File: src/rtl/hpdmc_pkg.sv
// Shared definitions for the HPDMC command scheduler: SDRAM command encodings,
// scheduler FSM states and bank geometry.
package hpdmc_pkg;

  // {cs_n, ras_n, cas_n, we_n}
  typedef enum logic [3:0] {
    CMD_NOP   = 4'b0111,
    CMD_ACT   = 4'b0011,
    CMD_READ  = 4'b0101,
    CMD_WRITE = 4'b0100,
    CMD_PRE   = 4'b0010,
    CMD_REF   = 4'b0001
  } sdram_cmd_e;

  typedef enum logic [3:0] {
    S_IDLE,
    S_PRECHALL,
    S_PRECH,
    S_WAIT_RP,
    S_ACT,
    S_WAIT_RCD,
    S_COLUMN,
    S_REFRESH,
    S_WAIT_RFC
  } sched_state_e;

  localparam int unsigned NBANKS  = 4;
  localparam int unsigned A10_BIT = 10;

  function automatic logic [NBANKS-1:0] bank_onehot(input logic [1:0] bank);
    logic [NBANKS-1:0] oh;
    oh       = '0;
    oh[bank] = 1'b1;
    return oh;
  endfunction

endpackage

File: src/rtl/hpdmc_refreshtimer.sv
// Refresh interval timer: counts down tim_refi cycles and raises a sticky
// pending flag that the scheduler clears when it decides AUTO-REFRESH.
module hpdmc_refreshtimer (
  input  logic        sys_clk,
  input  logic        sdram_rst_n,
  input  logic [10:0] tim_refi,
  input  logic        refresh_done,
  output logic        refresh_pending
);

  logic [10:0] cnt_q, cnt_d;
  logic        pending_q, pending_d;
  logic        expire;

  always_comb begin
    expire    = (cnt_q == '0);
    cnt_d     = expire ? tim_refi : cnt_q - 11'd1;
    // A fresh expiry wins over a same-cycle clear so no interval is lost.
    pending_d = (pending_q & ~refresh_done) | expire;
  end

  always_ff @(posedge sys_clk or negedge sdram_rst_n) begin
    if (!sdram_rst_n) begin
      cnt_q     <= '0;
      pending_q <= 1'b1;
    end else begin
      cnt_q     <= cnt_d;
      pending_q <= pending_d;
    end
  end

  assign refresh_pending = pending_q;

endmodule

File: src/rtl/hpdmc_cmdsched.sv
// SDRAM command scheduler: per-bank open-row tracking, PRECHARGE/ACTIVATE/
// READ/WRITE/AUTO-REFRESH sequencing gated by the data-control safe flags.
module hpdmc_cmdsched
  import hpdmc_pkg::*;
#(
  parameter int unsigned ROW_W = 13,
  parameter int unsigned COL_W = 10
) (
  input  logic                     sys_clk,
  input  logic                     sdram_rst_n,
  input  logic                     stb,
  input  logic                     we,
  input  logic [ROW_W+2+COL_W-1:0] address,
  output logic                     ack,
  input  logic [2:0]               tim_rp,
  input  logic [2:0]               tim_rcd,
  input  logic [3:0]               tim_rfc,
  input  logic [10:0]              tim_refi,
  input  logic                     read_safe,
  input  logic                     write_safe,
  input  logic [NBANKS-1:0]        precharge_safe,
  output logic                     read,
  output logic                     write,
  output logic [NBANKS-1:0]        concerned_bank,
  output logic                     sdram_cs_n,
  output logic                     sdram_ras_n,
  output logic                     sdram_cas_n,
  output logic                     sdram_we_n,
  output logic [1:0]               sdram_ba,
  output logic [ROW_W-1:0]         sdram_adr
);

  logic [COL_W-1:0] req_col;
  logic [1:0]       req_bank;
  logic [ROW_W-1:0] req_row;
  logic             req_hit;

  sched_state_e     state_q, state_d;
  logic [NBANKS-1:0] open_q, open_d;
  logic [ROW_W-1:0] row_q [NBANKS];
  logic [ROW_W-1:0] row_d [NBANKS];
  logic [3:0]       wait_q, wait_d;
  logic             rp_to_ref_q, rp_to_ref_d;

  sdram_cmd_e       cmd_q, cmd_d;
  logic [1:0]       ba_q, ba_d;
  logic [ROW_W-1:0] adr_q, adr_d;

  logic             refresh_pending;
  logic             refresh_done;

  hpdmc_refreshtimer u_refreshtimer (
    .sys_clk         (sys_clk),
    .sdram_rst_n     (sdram_rst_n),
    .tim_refi        (tim_refi),
    .refresh_done    (refresh_done),
    .refresh_pending (refresh_pending)
  );

  assign req_col  = address[COL_W-1:0];
  assign req_bank = address[COL_W+1:COL_W];
  assign req_row  = address[ROW_W+COL_W+1:COL_W+2];
  assign req_hit  = open_q[req_bank] && (row_q[req_bank] == req_row);

  always_comb begin
    state_d        = state_q;
    open_d         = open_q;
    row_d          = row_q;
    wait_d         = wait_q;
    rp_to_ref_d    = rp_to_ref_q;
    cmd_d          = CMD_NOP;
    ba_d           = ba_q;
    adr_d          = adr_q;
    ack            = 1'b0;
    read           = 1'b0;
    write          = 1'b0;
    concerned_bank = '0;
    refresh_done   = 1'b0;

    unique case (state_q)
      S_IDLE: begin
        if (refresh_pending) begin
          state_d = (|open_q) ? S_PRECHALL : S_REFRESH;
        end else if (stb) begin
          if (!open_q[req_bank]) state_d = S_ACT;
          else if (req_hit)      state_d = S_COLUMN;
          else                   state_d = S_PRECH;
        end
      end
      S_PRECHALL: begin
        if (&precharge_safe) begin
          cmd_d          = CMD_PRE;
          ba_d           = '0;
          adr_d          = '0;
          adr_d[A10_BIT] = 1'b1;
          open_d         = '0;
          wait_d         = {1'b0, tim_rp};
          rp_to_ref_d    = 1'b1;
          state_d        = S_WAIT_RP;
        end
      end
      S_PRECH: begin
        if (precharge_safe[req_bank]) begin
          cmd_d            = CMD_PRE;
          ba_d             = req_bank;
          adr_d            = '0;
          open_d[req_bank] = 1'b0;
          wait_d           = {1'b0, tim_rp};
          rp_to_ref_d      = 1'b0;
          state_d          = S_WAIT_RP;
        end
      end
      S_WAIT_RP: begin
        if (wait_q == '0) state_d = rp_to_ref_q ? S_REFRESH : S_ACT;
        else              wait_d  = wait_q - 4'd1;
      end
      S_ACT: begin
        cmd_d            = CMD_ACT;
        ba_d             = req_bank;
        adr_d            = req_row;
        open_d[req_bank] = 1'b1;
        row_d[req_bank]  = req_row;
        wait_d           = {1'b0, tim_rcd};
        state_d          = S_WAIT_RCD;
      end
      S_WAIT_RCD: begin
        if (wait_q == '0) state_d = S_COLUMN;
        else              wait_d  = wait_q - 4'd1;
      end
      S_COLUMN: begin
        if (we ? write_safe : read_safe) begin
          cmd_d          = we ? CMD_WRITE : CMD_READ;
          ba_d           = req_bank;
          adr_d          = ROW_W'(req_col);
          read           = ~we;
          write          = we;
          concerned_bank = bank_onehot(req_bank);
          ack            = 1'b1;
          state_d        = S_IDLE;
        end
      end
      S_REFRESH: begin
        cmd_d        = CMD_REF;
        refresh_done = 1'b1;
        wait_d       = tim_rfc;
        state_d      = S_WAIT_RFC;
      end
      S_WAIT_RFC: begin
        if (wait_q == '0) state_d = S_IDLE;
        else              wait_d  = wait_q - 4'd1;
      end
      default: state_d = S_IDLE;
    endcase
  end

  always_ff @(posedge sys_clk or negedge sdram_rst_n) begin
    if (!sdram_rst_n) begin
      state_q     <= S_IDLE;
      open_q      <= '0;
      row_q       <= '{default: '0};
      wait_q      <= '0;
      rp_to_ref_q <= 1'b0;
      cmd_q       <= CMD_NOP;
      ba_q        <= '0;
      adr_q       <= '0;
    end else begin
      state_q     <= state_d;
      open_q      <= open_d;
      row_q       <= row_d;
      wait_q      <= wait_d;
      rp_to_ref_q <= rp_to_ref_d;
      cmd_q       <= cmd_d;
      ba_q        <= ba_d;
      adr_q       <= adr_d;
    end
  end

  assign {sdram_cs_n, sdram_ras_n, sdram_cas_n, sdram_we_n} = cmd_q;
  assign sdram_ba  = ba_q;
  assign sdram_adr = adr_q;

endmodule

File: config.mk
export PLATFORM = sky130hd
export DESIGN_NAME = hpdmc_cmdsched
export DESIGN_NICKNAME = d
export VERILOG_FILES = /design/src/rtl/hpdmc_pkg.sv /design/src/rtl/hpdmc_refreshtimer.sv /design/src/rtl/hpdmc_cmdsched.sv
export SDC_FILE = /design/constraint.sdc
export NUM_CORES = 1
export LEC_CHECK = 0
export ABC_CLOCK_PERIOD_IN_PS = 2400
export CELL_PAD_IN_SITES_DETAIL_PLACEMENT = 1
export CELL_PAD_IN_SITES_GLOBAL_PLACEMENT = 1
export CORE_ASPECT_RATIO = 0.75
export CORE_UTILIZATION = 44
export CTS_BUF_LIST = sky130_fd_sc_hd__clkbuf_8
export CTS_CLUSTER_DIAMETER = 120
export DETAILED_ROUTE_END_ITERATION = 8
export PLACE_DENSITY_LB_ADDON = 0.1
export SYNTH_ARGS = -nofsm -noshare
export SYNTH_HDL_FRONTEND = slang
export SYNTH_SLANG_ARGS = --single-unit
File: constraint.sdc
create_clock -name sys_clk -period 2.4 [get_ports sys_clk]
set_input_delay 0.48 -clock sys_clk [delete_from_list [all_inputs] [get_ports sys_clk]]
set_output_delay 0.48 -clock sys_clk [all_outputs]
set_load 0.02 [all_outputs]
# Word-level counts from Yosys, hierarchy flattened
# Index checks and enable logic that the tools add are counted.
[word_totals]
ff_bits = 96
in_bits = 56
output_inout_bits = 26
wordCells = 121
[classes]
addsub = 2
magnitude_cmp = 4
eq_ne = 17
n_mux = 59
bitwise = 8
n_reduce_logical = 18
[ops]
columns = ["op", "count"]
rows = [
  ["two-way mux 13 bit", 6],
  ["two-way mux 4 bit", 15],
  ["bitwise mux 52 bit", 1],
  ["case mux 13 bit (4 select lines)", 1],
  ["case mux 4 bit (9 select lines)", 1],
  ["binary-select mux 13 bit (select 2 bit)", 1],
  ["demux 13 bit (select 2 bit)", 1],
  ["case mux 4 bit (5 select lines)", 1],
  ["== test 4 x 3 -> 1 bit, second input constant", 4],
  ["two-way mux 3 bit", 5],
  ["case mux 3 bit (5 select lines)", 1],
  ["two-way mux 1 bit", 14],
  ["inequality test 2 bit, second input constant", 7],
  ["== test 13 bit", 1],
  ["case mux 4 bit (3 select lines)", 1],
  ["AND reduction 4 bit", 3],
  ["logical NOT 11 bit", 1],
  ["two-way mux 11 bit", 1],
  ["subtractor 11 x 1 -> 11 bit, second input constant", 1],
  ["two-way mux 2 bit", 5],
  ["== test 4 x 2 -> 1 bit, second input constant", 2],
  ["logical NOT 4 bit", 2],
  ["case mux 2 bit (4 select lines)", 1],
  ["AND reduction 7 bit", 1],
  ["other kinds (26)", 31],
]

# Depth between registers and ports, before layout
[logic_depth]
depth_word = 11
ltp_mapped = 9
ltp_nobuf = 7

# Cells and area by module
# Synthesis repeated with hierarchy kept, for this count alone.
[hier_totals]
cells_unflattened = 420
hier_area_um2 = 4921.0
[by_module_without_submodules]
columns = ["module", "n_inst", "cells_each", "area_per_inst_um2", "seq_area_each_um2"]
rows = [
  ["hpdmc_cmdsched", 1, 352, 4259.1, 2080.7],
  ["hpdmc_refreshtimer", 1, 68, 661.9, 301.5],
]

# Least setup slack after synthesis
# No wires, ideal clock.
[synth_timing]
path_type = "register to output"
from = "register state_q[3]"
to = "output concerned_bank[0]"
arrival_ns = 1.813
required_ns = 1.920
path_slack_ns = 0.107
path_stages_with_launch = 7
path_buffers = 2
path_cell_list = "dfrtp_1 nand2b_1 buf_2 nor2_1 clkbuf_1 nand2_1 nor3_1"
[synth_between]
elab_chain_cells = 2
[synth_lines]
columns = ["item", "line_no", "text"]
rows = [
  ["from (decl)", "hpdmc_cmdsched.sv:38", "sched_state_e state_q, state_d;"],
  ["from (signal assigned)", "hpdmc_cmdsched.sv:167", "state_q <= state_d;"],
  ["== test 4 x 3 -> 1 bit", "hpdmc_cmdsched.sv:80", "unique case (state_q)"],
  ["two-way mux 4 bit", "hpdmc_cmdsched.sv:80", ""],
  ["to (decl)", "hpdmc_cmdsched.sv:24", "output logic [NBANKS-1:0] concerned_bank,"],
]
# Every way passes these cells.

# Final worst setup path
[layout_timing]
from = "register state_q[3]"
to = "output concerned_bank[2]"
# Same word-level chain as after synthesis.

==> summary.md <==
| Metric | Value |
|---|---|
| Syn. warnings | 0 |
| Synthesized Nets | 492 |
| Overall Global Routing Usage | 0.250 |
| Total number of vias | 3833 |
| Synth-to-Final Area Change | 26.8% |
| Critical path fanouts, max | 12 |
| Vias in the first global route | 4052 |
| RSZ-0062 raised after global routing | false |
| DP Wirelength | 9.98 mm |
| Fmax | about 430 MHz |
| Clock transition at path regs | 100 ps |
| Worst-case clock buffer depth | 2 |
| Slowest stage delay, CP | between 300 and 400 ps |
| Initial antenna violation count | 1 |
| Total negative slack | 0 ps |
| Final hold vios | 0 |
| Crit Path Category | reg -> out |
| Sequential cell area | 2380 um^2 |
| Drt drc | 20 |
| CP Launch Type | flip-flop |
| CTS buffer count | 9 |
| # diodes | 0 |
| Number of distinct library cells after synthesis | 63 |
| TritonCTS Sinks | 95 |
| Post-synthesis sequential area ratio | 0.476 |
| Nets | 589 |
| Pins Over Slew Limit | 0 |
| Initial DRT Pass Iterations | 6 |
| Worst path cell trace | nand2b_1 -> nor2_2 -> buf_4 -> and3_1 -> clkdlybuf4s15_1 |
| Status | finished, violations left |
| Worst path slowest cell | dfrtp_1 |
| Root Buffer Master | clkbuf_8 |
| Main flop type after synthesis | dfrtp_1 |
| Die width | 125 um |
| FFs w/ async S/R, synth | 1.00 |
| Relative slew slack | 0.517 |
| Std cell rows | 33 |
| FF-to-FF setup slack | 230 ps |
| Largest area contributor in the netlist | dfrtp_1 |
| CP arrival | 1830 ps |
| Multi-input logic area | 2430 um^2 |
| Worst Max-Slew Pin Slew | 725 ps |
| Reg2reg path depth | 7 |
| Number of flops mapped to enable cells by yosys | 0 |
| Initial DRC count | 319 |
| Area contributors post-synth | dfrtp_1 46%, mux2_2 11%, mux4_2 3.6% |
| Syn avg cell area | roughly 12 um^2 |
| TritonCTS clock tree | yes |
| Post-synth top cells | 91 x dfrtp_1, 50 x mux2_2, 37 x nand2_1 |
| GRT overflow | 0 |
| Die extent in y | 94.4 um |
| Period utilization | 0.964 |
| CP endpoint | concerned_bank[2] |
| Minimum clock period | 2310 ps |
| Failing checks | DRC |
| First-pass GRT wire length | roughly 22 mm |
| Wirelength per Cell | 20.1 um |
| Cells after synthesis | 433 |
| GPL Wtd Cong | approximately 0.79 |
| CP endpoint kind | output pin |
| Fillers | around 1200 |
| Port Buffer Count | 80 |
| Worst r2r dst | state_q[2] |
| Die Area | 11800 um^2 |
| Final ANT Viol Nets | 0 |
| Hold WC Path Type | in -> async |
| Data required, critical path | about 1900 ps |
| Cell area power density | 1130 nW/um^2 |
| Htree depth | 3 |
| I/O pins | 82 |
| P_leak | ~2.7 nW |
| Clock Skews | 10.0 ps |
| Max IR drop VDD | ~0.00057 V |
| Final setup viols | 0 |
| Max-Cap Viols | 0 |
| Pin count of the biggest net entering global routing | 53 |
| Reg-to-Reg Start | state_q[0] |
| Count leader, synth | dfrtp_1 |
| WHS | 154 ps |
| Yosys top cell area share | 0.455 |
| Post-synthesis register bit count | 95 |
| Worst setup startpoint | state_q[3] |
| Total Wirelength | 13.6 mm |
| Share of cells above drive strength 1 | 0.241 |
| Placeable Area | approximately 11000 um^2 |
| Cell Area, Synth | between 5000 and 6000 um^2 |
| Clock Latency Late Sink | 370 ps |
| Routed vias/inst | 5.68 |
| Initial core utilization | 0.456 |
==> what timing repair did <==
action                                  4_1_cts  5_1_grt
setup buffers                                 0        0
resized for setup                             9        5
endpoints found under the setup margin        7        4
hold buffers                                  0        0
==> through the flow <==
step	cells	total power, mW	area [um^2]	util	setup WS (ps)
2_1_floorplan	433	4.73	5000	-	107
3_3_place_gp	659	5.80	6130	0.558	-208
3_5_place_dp	659	6.01	6130	0.558	-293
4_1_cts	675	7.19	6340	0.577	4.80
5_1_grt	675	7.64	6350	0.578	2.07
6_report	675	7.15	6350	0.578	85.8
==> area by class of cell <==
cell class,instances,share of cell area
Clock buffer,9,0.0195
Clock inverter,7,0.0150
Inverter,14,0.00828
Multi-Input combinational cell,298,0.383
Sequential cell,95,0.375
Tap cell,140,0.0276
Timing Repair Buffer,112,0.171
==> worst min-delay path by stage <==
| stage | from | endpoint | slack, ps | cells after the start |
|---|---|---|---|---|
| floorplan | sdram_rst_n | open_q[0] | 180 | 0 |
| global placement | row_q[36] | row_q[36] | 460 | 2 |
| detailed placement | row_q[23] | row_q[23] | 470 | 2 |
| CTS | sdram_rst_n | sdram_adr[5] | 190 | 1 |
| global route | sdram_rst_n | sdram_adr[2] | 200 | 1 |
| finish | sdram_rst_n | sdram_adr[9] | 150 | 1 |
==> sequential cells by signal (all words and copies together) (netlist names) <==
name	flops
row_q	52
cmd_q	3
sdram_adr	13
u_refreshtimer.refresh_pending	1
wait_q	4
u_refreshtimer.cnt_q	11
state_q	4
rp_to_ref_q	1
sdram_ba	2
open_q	4
==> per-layer routing <==
metal | up-vias | GRT usage | routed length, um
li1 | 1773 | - | -
met1 | 1954 | 0.348 | 6570
met2 | 94 | 0.407 | 6230
met3 | 12 | 0.0482 | 646
met4 | 0 | 0.0569 | 144
met5 | - | 0 | 0
==> power by group <==
| part | leakage, nW | switching, mW | internal (mW) |
|---|---|---|---|
| clock | 0.110 | 0.588 | 0.589 |
| sequential | 1.16 | 0.360 | 2.27 |
| combinational | 1.44 | 1.75 | 1.60 |
| total | 2.71 | 2.70 | 4.46 |
==> critical path, delay by kind of cell, from the launching register on <==
family	cells	cell delay (ps)
and+or+nand+nor	3	550
buffers and inverters	2	530
DFF	1	380
==> cell usage in the layout (no fill, tap or decap), drive strengths merged, types with 3 or more instances in the layout <==
master / n
o31ai: 3
dlygate4sd2: 6
or4b: 3
nor4: 6
nand2: 41
nor2b: 8
a21oi: 16
xor2: 12
a32o: 3
mux4: 13
a31oi: 3
nor3: 11
nor4b: 3
a21o: 4
nand2b: 4
nor3b: 4
inv: 15
nand3: 3
buf: 33
o21ai: 33
or3: 3
clkinv: 3
a22oi: 11
dfrtp: 91
ha: 3
mux2: 50
xnor2: 11
clkdlybuf4s50: 71
mux2i: 4
nor2: 18
clkbuf: 10
dfstp: 4
==> kinds of logic after synthesis <==
logic type	Yosys count	synth area share
compound gates	92	0.123
simple gates	112	0.129
flops	95	0.476
xor+xnor	23	0.0402
fa+ha+maj	3	0.00750
other cells	1	0.000749
buf+inv	40	0.0405
mux	67	0.183
Power figures use the tool's default switching activity.
